**src/rtl/magcmp_seq.sv**
```systemverilog
// Sequential magnitude comparator: walks the latched operands one SLICE-bit slice per cycle,
// MSB slice first, terminating early on the first differing slice and falling back to cas_in.
module magcmp_seq #(
   parameter int WIDTH = 16,
   parameter int SLICE = 4
) (
   input  logic             clk,
   input  logic             rst,
   input  logic             start,
   input  logic [WIDTH-1:0] a,
   input  logic [WIDTH-1:0] b,
   input  logic             signed_mode,
   input  logic [2:0]       cas_in,
   output logic [2:0]       y,
   output logic             busy,
   output logic             done
);

   localparam int NS = WIDTH / SLICE;
   localparam int IW = (NS > 1) ? $clog2(NS) : 1;

   typedef enum logic {IDLE, CMP} state_t;

   state_t           state, state_n;
   logic [WIDTH-1:0] a_r, b_r;
   logic             sm_r;
   logic [2:0]       cas_r;
   logic [IW-1:0]    idx, idx_n;
   logic [2:0]       y_n;
   logic             done_n;
   logic             load;
   logic [SLICE-1:0] a_sl, b_sl;
   logic [2:0]       cas_res;

   // Slice under test; in signed mode the sign bit is inverted so an unsigned compare orders correctly
   always_comb begin
      a_sl = '0;
      b_sl = '0;
      for (int unsigned s = 0; s < NS; s++) begin
         if (idx == IW'(s)) begin
            a_sl = a_r[s*SLICE +: SLICE];
            b_sl = b_r[s*SLICE +: SLICE];
         end
      end
      if (sm_r && (idx == IW'(NS-1))) begin
         a_sl[SLICE-1] = ~a_sl[SLICE-1];
         b_sl[SLICE-1] = ~b_sl[SLICE-1];
      end
   end

   always_comb begin
      cas_res = 3'b010;
      if (!cas_r[1]) begin
         case ({cas_r[2], cas_r[0]})
            2'b10:   cas_res = 3'b100;
            2'b01:   cas_res = 3'b001;
            2'b11:   cas_res = 3'b000;
            default: cas_res = 3'b101;
         endcase
      end
   end

   always_comb begin
      state_n = state;
      idx_n   = idx;
      y_n     = y;
      done_n  = 1'b0;
      load    = 1'b0;
      case (state)
         IDLE: begin
            if (start) begin
               load    = 1'b1;
               idx_n   = IW'(NS-1);
               state_n = CMP;
            end
         end
         CMP: begin
            if (a_sl > b_sl) begin
               y_n     = 3'b100;
               done_n  = 1'b1;
               state_n = IDLE;
            end else if (a_sl < b_sl) begin
               y_n     = 3'b001;
               done_n  = 1'b1;
               state_n = IDLE;
            end else if (idx == '0) begin
               y_n     = cas_res;
               done_n  = 1'b1;
               state_n = IDLE;
            end else begin
               idx_n = idx - IW'(1);
            end
         end
         default: state_n = IDLE;
      endcase
   end

   always_ff @(posedge clk) begin
      if (rst) begin
         state <= IDLE;
         idx   <= IW'(NS-1);
         y     <= '0;
         done  <= 1'b0;
         a_r   <= '0;
         b_r   <= '0;
         sm_r  <= 1'b0;
         cas_r <= '0;
      end else begin
         state <= state_n;
         idx   <= idx_n;
         y     <= y_n;
         done  <= done_n;
         if (load) begin
            a_r   <= a;
            b_r   <= b;
            sm_r  <= signed_mode;
            cas_r <= cas_in;
         end
      end
   end

   assign busy = (state == CMP);

endmodule
```
**config.mk**
```make
export PLATFORM = sky130hd
export DESIGN_NAME = magcmp_seq
export DESIGN_NICKNAME = d
export VERILOG_FILES = /design/src/rtl/magcmp_seq.sv
export SDC_FILE = /design/constraint.sdc
export NUM_CORES = 1
export LEC_CHECK = 0
export ABC_AREA = 1
export CELL_PAD_IN_SITES_DETAIL_PLACEMENT = 1
export CELL_PAD_IN_SITES_GLOBAL_PLACEMENT = 2
export CORE_ASPECT_RATIO = 0.8
export CORE_MARGIN = 3
export CORE_UTILIZATION = 27
export CTS_CLUSTER_SIZE = 25
export DETAILED_ROUTE_END_ITERATION = 7
export PLACE_DENSITY = 0.83
export SKIP_LAST_GASP = 1
export SYNTH_ARGS = -nofsm -noshare
export SYNTH_HDL_FRONTEND = slang
export SYNTH_SLANG_ARGS = --single-unit
```
**constraint.sdc**
```tcl
create_clock -name clk -period 2.9 [get_ports clk]
set_clock_uncertainty 0.2 [all_clocks]
set_input_delay 0.29 -clock clk [delete_from_list [all_inputs] [get_ports clk]]
set_output_delay 0.29 -clock clk [all_outputs]
set_load 0.005 [all_outputs]
```
==> impl_metrics.ini <==
[status]
status = finished clean

[power_and_ir_drop]
powerDensity_mw_per_mm2 = 532.0
leakage_nw = 1.076
ir_drop_mv = 0.2005
p_total_mw = 1.366

[grt]
grt_pass1_wl_mm = 8.694
grt_usage_pct = 12.86
grt_max_degree = 34
antenna_found_initial = 0
grt_pass1_vias = 1795
grt_overflow_total = 0

[timing]
rsz0062_at_grt = false
tns_ns = 0
slew_violations = 0
period_minus_slack_ns = 2.632
post-route-period-util_pct = 90.77
worst_pin_slew_ns = 0.5329
hold_viol_final = 0
max-slew-margin-rel_pct = 64.42
fmax_mhz = 379.9
fin_ws_ns = 0.2676
finalSetupViolations = 0

[drt]
dr.first_iter.drc_count = 56
num_vias = 1857
drc_errors = 0
antenna_left = 0
wl_mm = 5.256
wl_per_cell_um = 13.04
viasPerCell = 4.608
first_pass_iters = 4

[synth]
ys_async_sr_fraction_pct = 0
yosysUniqueCellTypes = 27
synth_edf_count = 0
postSynthCellCount = 278
synth.top_cell.area_share_pct = 42.92
ys_seq_area_share_pct = 42.92
synthTopCellsByCount = nor2_1 (77), dfxtp_1 (43), o21ai_0 (43)
ys_ff_latch = 43
synth_ff_type = dfxtp_1
syn-num-nets = 325
yosys_warnings = 0
yosysTopAreaCell = dfxtp_1
yosys-top-cells-area = dfxtp_1 (43%), nor2_1 (14%), o21ai_0 (11%)
netlist_area_mm2 = 0.002006
yosysMostFrequentCell = nor2_1
synth_area_per_cell_um2 = 7.215

[floorplan]
die-area_mm2 = 0.008505
pin_count = 44
core_area_mm2 = 0.007061
num_rows = 27
fp.dieW_um = 102.4
initial_core_util_pct = 28.41
die_h_um = 83.09

[cells_and_area]
n_antenna_cell = 0
postLayoutCellArea_mm2 = 0.002567
drive_above_1_share_pct = 7.595
register_area_um2 = 862.1
final_nets = 362
fill_cells = 874
area_growth_pct = 28.01
multi_input_area_um2 = 988.4

[worst_setup_path]
worst-setup-path-type = reg2reg
crit_path_end_kind = flip-flop
startpoint_type = flip-flop
cp.arrival_ns = 2.62
crit_fanout = 9
cp_data_required_time_ns = 2.89

[placed_design]
dp_hpwl_mm = 3.952
pre_cts_ws_ns = 0.1221
gp_congestion = 0.7846
io_buffer_count = 43
placed_area_mm2 = 0.002456

[clock_tree]
htree_levels = 2
cts_tree = done
cts_root_buf = clkbuf_8
cts_sinks = 43
cts_resized = 0
cts_setup_buffers = 0
clkTransAtPathRegs_ns = 0.08
cts_hold_buf = 0
insertion_delay_ns = 0.29
numCtsBuffers = 5
clockBufferDepth = 2

[min_path]
hold_class = reg2reg

[job]
maxCapViolCount = 0
[cells in the final DEF, fill, tap and decap left out, types with 5 or more instances in the layout]
| cell type | instances |
|---|---|
| a21oi_1 | 16 |
| nand2_1 | 24 |
| ha_1 | 6 |
| inv_1 | 13 |
| clkbuf_8 | 5 |
| nor2_1 | 77 |
| dfxtp_1 | 42 |
| nand3_1 | 19 |
| o21ai_0 | 43 |
| clkdlybuf4s50_1 | 43 |
[cells by family (layout without fill, tap and decap cells)]
group | count (synthesis) | after routing | synth area share [%]
AND/OR/NAND/NOR | 126 | 126 | 26.20
AO/OA/AOI/OAI | 66 | 66 | 16.91
flip-flops | 43 | 43 | 42.92
buffers and inverters | 34 | 72 | 8.546
adder cells (fa/ha/maj) | 8 | 8 | 4.991
XOR/XNOR | 1 | 1 | 0.4368
[registers in the layout, indices dropped and copies added, names as in the netlist]
| name | count |
|---|---|
| idx | 2 |
| a_r | 16 |
| sm_r | 1 |
| busy | 1 |
| y | 3 |
| b_r | 16 |
| done | 1 |
| cas_r | 3 |
[stage by stage]
step | std cells | util [%] | hold WS (ns)
final | 403 | 36.36 | 0.2725
after global routing | 403 | 36.36 | 0.3084
after CTS | 402 | 35.97 | 0.2777
after detailed placement | 394 | 34.79 | 0.2654
after global placement | 394 | 34.79 | 0.2486
after floorplan | 278 | - | 0.1624
[worst max-delay path, cell delays in order, from the launching register on]
cell        delay (ns)
dfxtp_1           0.39
inv_1             0.11
ha_4              0.21
clkinvlp_2        0.15
nor2_1            0.06
o31ai_1           0.26
o21ai_0           0.16
ha_1              0.31
nand2_2           0.07
inv_1             0.05
nand2_1           0.07
nand2_2           0.09
nand3_2           0.13
nand2_1           0.11
nand2_1           0.05
nand2_1           0.05
nor2_1            0.04
[layout make-up]
class / count / area share [%]
Multi-Input combinational cell: 201 / 38.50
Sequential cell: 43 / 33.58
Timing Repair Buffer: 45 / 17.35
Inverter: 18 / 2.875
Clock buffer: 5 / 2.680
Tap cell: 87 / 4.240
Clock inverter: 3 / 0.5848
Timing Repair inverter: 1 / 0.1949
[report_power, final]
group          switching [mW]  total (mW)  leakage (nW)  internal [mW]
Sequential             0.0343       0.675         0.356          0.641
Clock                   0.199       0.364        0.0477          0.165
Combinational           0.177       0.327         0.673          0.150
Total                   0.411        1.37          1.08          0.955
[final timing paths]
path / depth (start not counted) / to / slack [ns] / from
worst max-delay path: 16 / y[2]$_SDFFE_PP0P_ / 0.27 / idx[1]$_SDFFE_PP1P_
worst min-delay path: 2 / cas_r[0]$_SDFFE_PP0P_ / 0.27 / cas_r[0]$_SDFFE_PP0P_
worst max register to register: 16 / y[2]$_SDFFE_PP0P_ / 0.27 / idx[1]$_SDFFE_PP1P_
worst min register to register: 2 / cas_r[0]$_SDFFE_PP0P_ / 0.27 / cas_r[0]$_SDFFE_PP0P_
[metal layers]
| metal | track usage [%] | part of all wire, % | vias up |
|---|---|---|---|
| met2 | 18.29 | 42 | 45 |
| li1 | - | - | 974 |
| met3 | 3.526 | 6.3 | 5 |
| met5 | 0 | 0 | - |
| met4 | 3.814 | 0.95 | 0 |
| met1 | 18.79 | 51 | 833 |
Power figures use the tool's default switching activity.
